[src/rtl/permutation_iter_pkg.sv]
// Ascon state type and round constants, plus the control types of the
// self-sequencing permutation core.
package ascon_pack;

    localparam int PA_ROUNDS = 12;

    typedef logic [63:0] type_word;
    // Word 0 is x0, word 4 is x4.
    typedef type_word [4:0] type_state;

    // c_r = 0xF0 - 0x0F*r, i.e. 0xF0, 0xE1, ... 0x4B for r = 0..11.
    function automatic logic [7:0] round_const(input logic [3:0] r);
        return 8'hF0 - (8'h0F * {4'd0, r});
    endfunction

endpackage

package permutation_iter_pkg;

    import ascon_pack::*;

    typedef enum logic {
        IDLE = 1'b0,
        RUN  = 1'b1
    } fsm_t;

    localparam logic [3:0] ROUND_LAST = 4'(PA_ROUNDS);

    // p^a starts at index 0; p^b ends on the same last index 11.
    function automatic logic [3:0] first_round(input logic mode, input int pb_rounds);
        return mode ? 4'(PA_ROUNDS - pb_rounds) : 4'd0;
    endfunction

endpackage

[src/rtl/permutation_iter_if.sv]
// Start/done handshake and state bus between the mode FSM and the permutation core.
interface permutation_iter_if;

    import ascon_pack::*;

    logic      start_i;
    logic      mode_i;
    type_state state_i;
    logic      busy_o;
    logic      done_o;
    type_state state_o;

    modport master (
        output start_i,
        output mode_i,
        output state_i,
        input  busy_o,
        input  done_o,
        input  state_o
    );

    modport slave (
        input  start_i,
        input  mode_i,
        input  state_i,
        output busy_o,
        output done_o,
        output state_o
    );

endinterface

[src/rtl/permutation_iter_round.sv]
// One combinational Ascon round: constant addition, bitsliced S-box, linear diffusion.
module ascon_round
    import ascon_pack::*;
(
    input  type_state  state_i,
    input  logic [3:0] round_i,
    output type_state  state_o
);

    function automatic logic [63:0] ror(input logic [63:0] w, input int unsigned n);
        return (w >> n) | (w << (64 - n));
    endfunction

    logic [63:0] c0, c1, c2, c3, c4;
    logic [63:0] a0, a1, a2, a3, a4;
    logic [63:0] b0, b1, b2, b3, b4;
    logic [63:0] s0, s1, s2, s3, s4;

    assign c0 = state_i[0];
    assign c1 = state_i[1];
    assign c2 = {state_i[2][63:8], state_i[2][7:0] ^ round_const(round_i)};
    assign c3 = state_i[3];
    assign c4 = state_i[4];

    // S-box as the 5-bit chi-like network applied to all 64 columns at once.
    assign a0 = c0 ^ c4;
    assign a1 = c1;
    assign a2 = c2 ^ c1;
    assign a3 = c3;
    assign a4 = c4 ^ c3;

    assign b0 = a0 ^ (~a1 & a2);
    assign b1 = a1 ^ (~a2 & a3);
    assign b2 = a2 ^ (~a3 & a4);
    assign b3 = a3 ^ (~a4 & a0);
    assign b4 = a4 ^ (~a0 & a1);

    assign s0 = b0 ^ b4;
    assign s1 = b1 ^ b0;
    assign s2 = ~b2;
    assign s3 = b3 ^ b2;
    assign s4 = b4;

    assign state_o[0] = s0 ^ ror(s0, 19) ^ ror(s0, 28);
    assign state_o[1] = s1 ^ ror(s1, 61) ^ ror(s1, 39);
    assign state_o[2] = s2 ^ ror(s2, 1)  ^ ror(s2, 6);
    assign state_o[3] = s3 ^ ror(s3, 10) ^ ror(s3, 17);
    assign state_o[4] = s4 ^ ror(s4, 7)  ^ ror(s4, 41);

endmodule

[src/rtl/permutation_iter.sv]
// Ascon permutation core with internal round counter; runs p^a or p^b
// on a start pulse and reports completion with a one-cycle done pulse.
module permutation_iter
    import ascon_pack::*;
    import permutation_iter_pkg::*;
#(
    parameter int UNROLL    = 1,
    parameter int PB_ROUNDS = 6
) (
    input  logic              clock_i,
    input  logic              resetb_i,
    permutation_iter_if.slave bus
);

    if (!(UNROLL == 1 || UNROLL == 2)) begin : g_bad_unroll
        $error("permutation_iter: UNROLL must be 1 or 2");
    end
    if (!(PB_ROUNDS == 6 || PB_ROUNDS == 8)) begin : g_bad_pb
        $error("permutation_iter: PB_ROUNDS must be 6 or 8");
    end

    localparam logic [3:0] STEP = 4'(UNROLL);

    fsm_t       fsm_q;
    logic [3:0] cnt_q;
    type_state  state_q;
    logic       busy_q;
    logic       done_q;

    logic [3:0] rbase;
    logic       last_step;
    type_state  chain [UNROLL+1];

    // While idle the datapath is pre-aimed at the incoming request, so the
    // accepting edge already applies the first UNROLL rounds.
    assign rbase     = (fsm_q == IDLE) ? first_round(bus.mode_i, PB_ROUNDS) : cnt_q;
    assign chain[0]  = (fsm_q == IDLE) ? bus.state_i : state_q;
    assign last_step = ((rbase + STEP) == ROUND_LAST);

    for (genvar g = 0; g < UNROLL; g++) begin : g_round
        ascon_round u_round (
            .state_i (chain[g]),
            .round_i (rbase + 4'(g)),
            .state_o (chain[g+1])
        );
    end

    always_ff @(posedge clock_i) begin
        if (!resetb_i) begin
            fsm_q   <= IDLE;
            cnt_q   <= 4'd0;
            state_q <= '0;
            busy_q  <= 1'b0;
            done_q  <= 1'b0;
        end else begin
            done_q <= 1'b0;
            case (fsm_q)
                IDLE: begin
                    if (bus.start_i) begin
                        state_q <= chain[UNROLL];
                        cnt_q   <= rbase + STEP;
                        if (last_step) begin
                            done_q <= 1'b1;
                        end else begin
                            fsm_q  <= RUN;
                            busy_q <= 1'b1;
                        end
                    end
                end
                RUN: begin
                    state_q <= chain[UNROLL];
                    cnt_q   <= rbase + STEP;
                    if (last_step) begin
                        fsm_q  <= IDLE;
                        busy_q <= 1'b0;
                        done_q <= 1'b1;
                    end
                end
                default: begin
                    fsm_q  <= IDLE;
                    busy_q <= 1'b0;
                end
            endcase
        end
    end

    assign bus.state_o = state_q;
    assign bus.busy_o  = busy_q;
    assign bus.done_o  = done_q;

endmodule
[src/flat_wrapper.sv]
// flat-port wrapper written by rule: the top's interface ports become plain ports
module permutation_iter_flat import ascon_pack::*; import permutation_iter_pkg::*;
#(
    parameter int UNROLL    = 1,
    parameter int PB_ROUNDS = 6
)
  (clock_i, resetb_i, bus_start_i, bus_mode_i, bus_state_i, bus_busy_o, bus_done_o, bus_state_o);
  permutation_iter_if bus_i ();
  input  logic clock_i;
  input  logic resetb_i;
  input wire logic [$bits(bus_i.start_i)-1:0] bus_start_i;
  input wire logic [$bits(bus_i.mode_i)-1:0] bus_mode_i;
  input wire logic [$bits(bus_i.state_i)-1:0] bus_state_i;
  output wire logic [$bits(bus_i.busy_o)-1:0] bus_busy_o;
  output wire logic [$bits(bus_i.done_o)-1:0] bus_done_o;
  output wire logic [$bits(bus_i.state_o)-1:0] bus_state_o;
  assign bus_i.start_i = bus_start_i;
  assign bus_i.mode_i = bus_mode_i;
  assign bus_i.state_i = bus_state_i;
  assign bus_busy_o = bus_i.busy_o;
  assign bus_done_o = bus_i.done_o;
  assign bus_state_o = bus_i.state_o;
  permutation_iter #(.UNROLL(UNROLL), .PB_ROUNDS(PB_ROUNDS)) u_core (.clock_i(clock_i), .resetb_i(resetb_i), .bus(bus_i));
endmodule
[config.mk]
export PLATFORM = sky130hd
export DESIGN_NAME = permutation_iter_flat
export DESIGN_NICKNAME = d
export VERILOG_FILES = /design/src/rtl/permutation_iter_pkg.sv /design/src/rtl/permutation_iter_if.sv /design/src/rtl/permutation_iter_round.sv /design/src/rtl/permutation_iter.sv /design/src/flat_wrapper.sv
export SDC_FILE = /design/constraint.sdc
export NUM_CORES = 1
export LEC_CHECK = 0
export ABC_AREA = 1
export BUFFER_PORTS_ARGS = -buffer_cell sky130_fd_sc_hd__buf_2
export CAP_MARGIN = 20
export CORE_ASPECT_RATIO = 1.25
export CORE_MARGIN = 1
export CORE_UTILIZATION = 25
export DETAILED_ROUTE_END_ITERATION = 7
export PLACE_DENSITY_LB_ADDON = 0.15
export SYNTH_ARGS = -nofsm -noshare
export SYNTH_HDL_FRONTEND = slang
export SYNTH_SLANG_ARGS = --single-unit
[constraint.sdc]
create_clock -name clock_i -period 4.5 [get_ports clock_i]
set_input_delay 0.675 -clock clock_i [delete_from_list [all_inputs] [get_ports clock_i]]
set_output_delay 0.675 -clock clock_i [all_outputs]
set_load 0.05 [all_outputs]
After elaboration in Yosys (flattened, before gate mapping)

Index checks and enable logic that the tools add are counted.

Output and inout bits: 322
Input bits: 324
Word-level logic and storage cells: 78
Memories kept: 0
Memory bits (writable): 0
Bits in registers: 327
Bits in latches: 0
Memory bits (read-only): 0

Multiply operators: 1
$add $sub $neg: 2
Reductions and logical operators: 1
Equal/unequal tests: 4
Bitwise logic cells: 44
Order comparisons: 0
Shift operators: 0
Multiplexer cells: 17
Divide/modulo/power cells: 0

Operators by type and width:

| cell                | number |
|---|---|
| $xor 64x64->64      | 21 |
| $mux 320            | 2 |
| $pmux 320 s2        | 1 |
| $not 64->64         | 6 |
| $and 64x64->64      | 5 |
| $or 23x64->64       | 1 |
| $or 25x64->64       | 1 |
| $or 3x64->64        | 1 |
| $or 36x64->64       | 1 |
| $or 45x64->64       | 1 |
| $or 47x64->64       | 1 |
| $or 54x64->64       | 1 |
| $or 57x64->64       | 1 |
| $or 58x64->64       | 1 |
| $or 63x64->64       | 1 |
| $mul 4x4->8 const A | 1 |
| $mux 4              | 2 |
| $pmux 4 s2          | 1 |
| $sub 8x8->8 const A | 1 |
| $xor 8x8->8         | 1 |
| $mux 1              | 7 |
| $ne 2x2->1 const B  | 3 |
| $pmux 1 s2          | 3 |
| $add 4x1->4 const B | 1 |
| 4 further kinds     | 4 |

Logic depth before layout (Yosys ltp)

Gate-level depths: netlist of run 1.

Depth after elaboration: 15
Mapped depth: 36

Cells and area by module

From an unflattened synthesis of run 1, not the netlist that was laid out.

Cell total of the unflattened synthesis: 5846
Area total of the unflattened synthesis: 34525.6 um2

Modules (own cells, without submodules):

| module           | cells each | times used | seq. area each (um2) | area an instance (um2) |
|---|---|---|---|---|
| ascon_round      | 3376       | 1          | 0.0                  | 19307.3 |
| permutation_iter | 2470       | 1          | 6546.3               | 15218.3 |

Worst setup path before layout of run 1

OpenSTA, ideal clock, no wires.

Path kind: register -> register
Start point: reg u_core.fsm_q
End point: reg u_core.state_q (netlist bit u_core.bus.state_o[251])
Stages on the path, launching flop included: 32
Slack: 0.344 ns
Buffers on the path: 4
Arrival time: 4.047 ns
Clock period less this slack: 4.156 ns
Data required time: 4.391 ns
Library setup time: 0.109 ns
Cell sequence: dfxtp_1 > buf_6 > buf_6 > buf_8 > buf_6 > nand2_1 > inv_2 > nor2_1 > inv_1 > o21ai_0 > xor2_1 > inv_1 > ha_1 > inv_1 > ha_1 > ha_1 > nand2_1 > o21ai_0 > nand3_1 > nand2_1 > inv_1 > ha_1 > xor2_1 > nand3_1 > nand2_1 > inv_2 > nand2_1 > nand2_1 > a21oi_1 > o21ai_1 > nand2_1 > inv_1

Word-level cells in the longest chain between the ends: 12
Elaborated cells between the ends (all ways): 23

RTL lines:

| item                         | RTL line                     | text |
|---|---|---|
| from (decl)                  | permutation_iter.sv:24       | `fsm_t fsm_q;` |
| from (signal assigned)       | permutation_iter.sv:50       | `fsm_q <= IDLE;` |
| from (signal assigned)       | permutation_iter.sv:65       | `fsm_q <= RUN;` |
| from (signal assigned)       | permutation_iter.sv:74       | `fsm_q <= IDLE;` |
| $mux 4                       | permutation_iter.sv:36       | `assign rbase = (fsm_q == IDLE) ? first_round(bus.mode_i, PB_ROUNDS) : cnt_q;` |
| $mul 4x4->8                  | permutation_iter_pkg.sv:13   | `return 8'hF0 - (8'h0F * {4'd0, r});` |
| $sub 8x8->8                  | permutation_iter_pkg.sv:13   |  |
| $xor 8x8->8                  | permutation_iter_round.sv:21 | `assign c2 = {state_i[2][63:8], state_i[2][7:0] ^ round_const(round_i)};` |
| $xor 64x64->64               | permutation_iter_round.sv:28 | `assign a2 = c2 ^ c1;` |
| $xor 64x64->64               | permutation_iter_round.sv:34 | `assign b2 = a2 ^ (~a3 & a4);` |
| $xor 64x64->64               | permutation_iter_round.sv:41 | `assign s3 = b3 ^ b2;` |
| $or 54x64->64                | permutation_iter_round.sv:11 | `return (w >> n) \| (w << (64 - n));` |
| $xor 64x64->64 (2 in series) | permutation_iter_round.sv:47 | `assign state_o[3] = s3 ^ ror(s3, 10) ^ ror(s3, 17);` |
| $mux 320                     | permutation_iter.sv:59       | `if (bus.start_i) begin` |
| $pmux 320 s2                 | permutation_iter.sv:57       | `case (fsm_q)` |
| to (signal assigned)         | permutation_iter.sv:60       | `state_q <= chain[UNROLL];` |
| to (signal assigned)         | permutation_iter.sv:71       | `state_q <= chain[UNROLL];` |
| to (decl)                    | permutation_iter.sv:26       | `type_state state_q;` |

Several ways; a longest one is shown, not always the timed one. The select of a mux whose other input is x is not followed.
A chain may end at the register's enable or synchronous reset.

Worst setup path in the final report of run 1

Start point: reg u_core.fsm_q
End point: reg u_core.state_q (netlist bit u_core.bus.state_o[245])

Word-level cells in the longest chain between the ends: 11
Elaborated cells between the ends (all ways): 23

RTL lines:

| item                                            | RTL line |
|---|---|
| $mux 4 or $mux 320 (tied branches)              | permutation_iter.sv:36, permutation_iter.sv:37 |
| $mul 4x4->8 or $xor 64x64->64 (tied branches)   | permutation_iter_pkg.sv:13, permutation_iter_round.sv:30 |
| $sub 8x8->8 or $not 64->64 (tied branches)      | permutation_iter_pkg.sv:13, permutation_iter_round.sv:35 |
| $xor 8x8->8 or $and 64x64->64 (tied branches)   | permutation_iter_round.sv:21, permutation_iter_round.sv:35 |
| $xor 64x64->64 (on tied branches)               | permutation_iter_round.sv:28, permutation_iter_round.sv:35 |
| $xor 64x64->64 (on tied branches)               | permutation_iter_round.sv:34, permutation_iter_round.sv:41 |
| $xor 64x64->64 or $or 54x64->64 (tied branches) | permutation_iter_round.sv:41, permutation_iter_round.sv:11 |
| $or 47x64->64 or $xor 64x64->64 (tied branches) | permutation_iter_round.sv:11, permutation_iter_round.sv:47 |
| $xor 64x64->64                                  | permutation_iter_round.sv:47 |
| $mux 320                                        | permutation_iter.sv:59 |
| $pmux 320 s2                                    | permutation_iter.sv:57 |

Several ways; a longest one is shown, not always the timed one. The select of a mux whose other input is x is not followed.

==> results of run 1 <==
kinds of logic after synthesis:
family	synth area share, %
AO/OA/AOI/OAI	11.6
XOR/XNOR	4.73
adder cells (fa/ha/maj)	4.55
buffers and inverters	14.2
flip-flops	16.8
AND/OR/NAND/NOR	48.1
sequential cells by signal, summed over array words and instances, names as in the netlist:
signal	count
u_core.bus.busy_o	1
u_core.bus.done_o	1
u_core.bus.state_o	320
u_core.cnt_q	4
u_core.fsm_q	1
stage by stage:
stage	util [%]	setup TNS (ns)	cells	power, mW	hold slack, ns
after global placement	31.1	-0.394	10600	28.8	0.491
after global routing	32.2	-0.0136	10700	35.3	0.383
final	32.2	0	10700	33.9	0.365
after detailed placement	31.1	-0.174	10600	28.9	0.492
after floorplan	-	0	7641	16.9	0.449
after CTS	32.2	0	10700	33.5	0.344
layout make-up:
type | instances | area [sq um]
clock inverter | 20 | 268
clock buffer | 70 | 1460
tap | 2037 | 2550
sequential | 327 | 6550
timing repair buffer | 1137 | 7600
multi-input combinational | 5936 | 26900
antenna | 4 | 10.0
inverter | 1171 | 4430
fill | 18000 | 105000
report_power, final:
part	internal (mW)	switching, mW	leakage [nW]	total, mW
Combinational	6.76	18.1	27.3	24.8
Clock	2.58	1.90	0.845	4.48
Sequential	3.75	0.867	2.72	4.62
worst paths after layout:
kind	depth (start not counted)	from	slack, ns	endpoint
max	31	u_core.fsm_q$_SDFF_PN0_	0.35	u_core.bus.state_o[245]$_SDFFE_PN0P_
min	3	bus_start_i	0.36	u_core.bus.busy_o$_SDFFE_PN0P_
max reg2reg	31	u_core.fsm_q$_SDFF_PN0_	0.35	u_core.bus.state_o[245]$_SDFFE_PN0P_
min reg2reg	2	u_core.cnt_q[1]$_SDFFE_PN0P_	0.50	u_core.cnt_q[1]$_SDFFE_PN0P_
critical path: cells and delay by family (launching register included):
kind	cells	cell delay (ns)
AO/OA/AOI/OAI	3	0.37
XOR/XNOR	1	0.19
adder cells (fa/ha/maj)	4	0.99
buffers and inverters	9	0.69
flip-flops	1	0.43
AND/OR/NAND/NOR	14	1.36
routing by layer:
layer | share of wire [%] | vias up | track usage (%)
met5 | 0.015 | - | 0
met4 | 7.9 | 8 | 23.7
met3 | 7.5 | 487 | 6.10
met2 | 43 | 2281 | 54.7
met1 | 41 | 24800 | 43.7
li1 | - | 25400 | -
cells in the final DEF (no fill, tap or decap), drive strengths merged, types with 6 or more instances in the layout:
cell type,instances
a21oi,384
buf,1137
bufinv,6
clkbuf,70
clkinv,8
dfxtp,327
ha,140
inv,1173
nand2,4006
nand3,648
nand3b,31
nor2,31
o211ai,28
o21ai,442
or2,6
xnor2,13
xor2,193
synth_stat cells:
master / n / area [sq um]
nand2_1: 3990 / 15000
xor2_1: 190 / 1660
o21a_1: 1 / 7.51
o21ai_2: 27 / 236
dfxtp_1: 327 / 6550
clkbuf_1: 53 / 199
or2_2: 3 / 18.8
o221ai_1: 5 / 43.8
buf_8: 1 / 15.0
o21ai_0: 206 / 1030
a31oi_1: 1 / 6.26
buf_4: 36 / 270
xnor2_1: 11 / 96.3
nor3_1: 5 / 25.0
buf_1: 27 / 101
nor2_1: 31 / 116
o211ai_1: 28 / 210
inv_4: 1 / 6.26
nand3_1: 648 / 3240
buf_6: 17 / 191
o21ai_1: 209 / 1050
ha_1: 140 / 1750
nand4_1: 1 / 6.26
inv_2: 25 / 93.8
fa_1: 1 / 20.0
a21oi_1: 384 / 1920
or2_1: 3 / 18.8
xor2_2: 3 / 48.8
xnor2_2: 2 / 32.5
inv_1: 1145 / 4300
buf_2: 73 / 365
nand2_2: 16 / 100
nand3b_1: 31 / 233
repair_timing:
item / in CTS / in global routing
setup endpoints to repair: 0 / 6
resized for setup: 0 / 7
buffers inserted: 0 / 1
==> metrics.csv, run 1 <==
metric;value;unit
Arr. time, crit path;4.72;ns
Synth Instances;7641;
CTS Sinks;327;
die height;443;um
CP endpoint kind;flip-flop;
WP data required;5.07;ns
core area;0.154;sq mm
largest net degree at the start of global routing;139;
TritonCTS clock tree;yes;
H-tree levels;2;
initial antenna violation count;15;
vias in the first global route;47300;
Post-Syn Area;0.0389;sq mm
post-route antenna net violation count;0;
Netlist cell types;33;
first-pass GRT wire length;379000;um
final setup margin;0.351;ns
Placement Rows;161;
Max Slew Vio Count;0;
max_cap viols;0;
sequential cell area fraction in the yosys report;16.8;%
area of the die;0.157;sq mm
DR WL/cell;26.8;um
VDD IR max;373;uV
PD cells;682;mW/mm^2
Root Buffer;clkbuf_16;
final setup vio count;0;
total CTS buffers;49;
I/O pin count;646;
P&R area growth vs syn;27.8;%
Starting Density;25.2;%
share of cells above drive strength 1;15.1;%
post-synth net total;8106;
HP Class;input port to flip-flop;
Port Buffers;645;
Pre-antenna DRT Iters;6;
highest clock rate;241;MHz
Residual DRC;0;
hold_buf cts;0;
vias per cell;4.96;
clock-pin slew of the registers on the worst-case setup and hold paths;0.06;ns
Worst path max stage delay;0.43;ns
crit path max-delay cell type;dfxtp_4;
status;completed;
Mean Syn Cell Area;5.10;sq um
placer congestion estimate;1.07;
dpl hpwl;246000;um
CP Class;flip-flop to flip-flop;
worst-case headroom to the max-slew limit;32.3;%
pre-CTS setup slack;-0.0834;ns
Lkg Pwr;30.8;nW
Placement Cell Area;0.0480;sq mm
drt total wl;287000;um
initial DRC count;5257;
post-route minimum period;4.15;ns
Die X-Extent;355;um
synth warn;0;
Worst-Skew Late Latency;0.69;ns
Seq cells post-synth;327;
nets;9087;
final count of hold timing violations;0;
CP startpoint kind;flip-flop;
Final Cell Area;0.0498;sq mm
Final period util;92.2;%
grt total ovfl;0;
maximum clock path buffer count;3;
GRT Overall Usage;35.0;%
via count;53000;
Least-Margin Pin Slew;1.00;ns
final worst clock skew;0.0413;ns
CP max FO;5;
No activity file was read; power rests on OpenSTA's default activity.
==> run 2: changes to the inputs <==
- clock period: 4.5 -> 4.52 ns (I/O delays scaled with it)
==> run 2 against run 1 <==
The flow now finishes with violations (DRC). Hold slack improved by 0.0019 ns. Global-route usage increased by 0.13 points. Clock-buffer cell count decreased by 5. Clock skew decreased by 0.0036 ns. Clock power decreased by 7.4%.
==> metrics.csv, run 2 (synthesis gave the netlist of run 1 again) <==
metric;value;unit;change
status;complete, but fails checks;;
violated checks;DRC;;
Port Buffers;645;;unchanged
PD cells;675;mW/mm^2;-1.0%
CP Capture Point;u_core.bus.state_o[245]$_SDFFE_PN0P_;;
most frequent cells in the layout;nand2_1, inv_1, nand3_1;;
RR Startpoint;u_core.fsm_q$_SDFF_PN0_;;
die height;443;um;unchanged
final worst clock skew;0.0377;ns;-0.00362 ns
most common cell after layout, fill and taps aside;nand2_1;;
placer congestion estimate;1.05;;-2.0%
HP Class;input port to flip-flop;;
WP data required;5.09;ns;+0.02 ns
Worst path max stage delay;0.45;ns;+0.02 ns
Storage cell area;0.00655;sq mm;unchanged
TritonCTS clock tree;yes;;
Cells after DPL;10600;;unchanged
filler instances;18100;;+0.58%
P&R area growth vs syn;27.5;%;
Max Slew Vio Count;0;;unchanged
Final Cell Area;0.0496;sq mm;-0.23%
GRT Overall Usage;35.2;%;+0.13 points
total CTS buffers;48;;-2.0%
RSZ-0062 raised after global routing;yes;;
Residual DRC;1;;+1
R2R depth;31;;unchanged
CP endpoint kind;flip-flop;;
CTS Sinks;327;;unchanged
multi-input logic area;0.0269;sq mm;unchanged
final setup vio count;0;;unchanged
Worst Setup SP;u_core.fsm_q$_SDFF_PN0_;;
dpl hpwl;249000;um;+1.1%
post-route antenna net violation count;0;;unchanged
Starting Density;25.2;%;unchanged
post-route minimum period;4.13;ns;-0.0229 ns
Die X-Extent;355;um;unchanged
most used cell along the critical path;nand2_1;;
initial antenna violation count;8;;-7
via count;53200;;+0.24%
maximum clock path buffer count;3;;unchanged
drt total wl;288000;um;+0.41%
Arr. time, crit path;4.69;ns;-0.03 ns
Lkg Pwr;30.8;nW;-0.17%
nets;9087;;unchanged
Placement Cell Area;0.0480;sq mm;about the same
final count of hold timing violations;0;;unchanged
first-pass GRT wire length;380000;um;+0.26%
Final period util;91.3;%;-0.91 points
largest net degree at the start of global routing;153;;+10%
crit path max-delay cell type;dfxtp_4;;
HP Start;bus_start_i;;
CP Class;flip-flop to flip-flop;;
CP max FO;6;;+1
max reg flops;320;;unchanged
hold_buf cts;0;;unchanged
FF-to-FF setup slack;0.39;ns;+0.04 ns
total power;33.5;mW;-1.3%
vias in the first global route;47200;;-0.23%
I/O pin count;646;;unchanged
Least-Margin Pin Slew;1.03;ns;+0.0290 ns
final setup margin;0.394;ns;+0.0429 ns
CP startpoint kind;flip-flop;;
vias per cell;4.97;;+0.25%
DR WL/cell;26.9;um;+0.42%
Placement Rows;161;;unchanged
clock-pin slew of the registers on the worst-case setup and hold paths;0.07;ns;about the same
minimum hold slack;0.367;ns;+0.00193 ns
pre-CTS setup slack;-0.0763;ns;+0.00708 ns
share of cells above drive strength 1;15.0;%;-0.029 points
H-tree levels;2;;unchanged
max_cap viols;0;;unchanged
highest clock rate;242;MHz;+0.55%
Pre-antenna DRT Iters;8;;+2
final cell count without fillers;10700;;-0.0093%
grt total ovfl;0;;unchanged
VDD IR max;439;uV;+18%
area of the die;0.157;sq mm;unchanged
worst-case headroom to the max-slew limit;31.1;%;-1.2 points
Worst R2R End;u_core.bus.state_o[245]$_SDFFE_PN0P_;;
core area;0.154;sq mm;unchanged
Worst-Skew Late Latency;0.69;ns;about the same
initial DRC count;5899;;+12%
Root Buffer;clkbuf_16;;
==> run 2: changes by cell type in the layout (fill, tap and decap cells not counted), moves of 2 or more <==
cell and delta:
nand2_2 +2, clkinv_2 +3, bufinv_16 -2, diode_2 +2, clkbuf_8 -6, clkbuf_1 +2
o21ai_0 -2, o21ai_1 +2
==> run 2: critical path, delay by kind of cell (launching register included) <==
family	cells	cell delay, ns
compound gates	3	0.35
xor+xnor	2	0.39
fa+ha+maj	4	1.16
buf+inv	9	0.61
flops	1	0.45
simple gates	13	1.01
==> run 2: through the flow <==
step / util [%] / TNS [ns]
3_3_place_gp: 31.1 / -0.192
2_1_floorplan: - / 0
3_5_place_dp: 31.1 / -0.130
4_1_cts: 32.1 / 0
6_report: 32.2 / 0
5_1_grt: 32.2 / -0.00606
==> run 2: worst min-delay path by stage <==
stage	to	slack, ns	cells after the start
2_1_floorplan	u_core.cnt_q[1]$_SDFFE_PN0P_	0.45	2
3_3_place_gp	u_core.cnt_q[1]$_SDFFE_PN0P_	0.48	2
3_5_place_dp	u_core.cnt_q[1]$_SDFFE_PN0P_	0.49	2
4_1_cts	u_core.bus.busy_o$_SDFFE_PN0P_	0.33	3
5_1_grt	u_core.bus.busy_o$_SDFFE_PN0P_	0.38	3
6_report	u_core.bus.busy_o$_SDFFE_PN0P_	0.37	3
==> run 2: area by class of cell <==
class / instances / share of cell area [%]
Multi-Input combinational cell: 5936 / 54.2
Timing Repair Buffer: 1138 / 15.3
Sequential cell: 327 / 13.2
Inverter: 1171 / 8.92
Tap cell: 2037 / 5.13
Clock buffer: 65 / 2.73
Clock inverter: 21 / 0.466
Antenna cell: 6 / 0.0302
==> run 2: timing repair <==
| item | CTS | global route |
|---|---|---|
| endpoints found under the setup margin | 0 | 8 |
| buffers inserted | 0 | 2 |
| hold endpoints to repair | 0 | 0 |
| gates resized for setup | 0 | 7 |
==> run 2: report_power, final <==
part / switching, mW / total [mW] / internal (mW)
sequential: 0.890 / 4.62 / 3.73
clock: 1.83 / 4.15 / 2.32
combinational: 18.0 / 24.7 / 6.71
total: 20.7 / 33.5 / 12.8
==> run 2: routing by layer <==
layer	GRT usage (%)	wire length (um)
met5	0	13
met4	20.6	20200
met3	4.41	19100
met2	56.1	127000
met1	45.1	121000
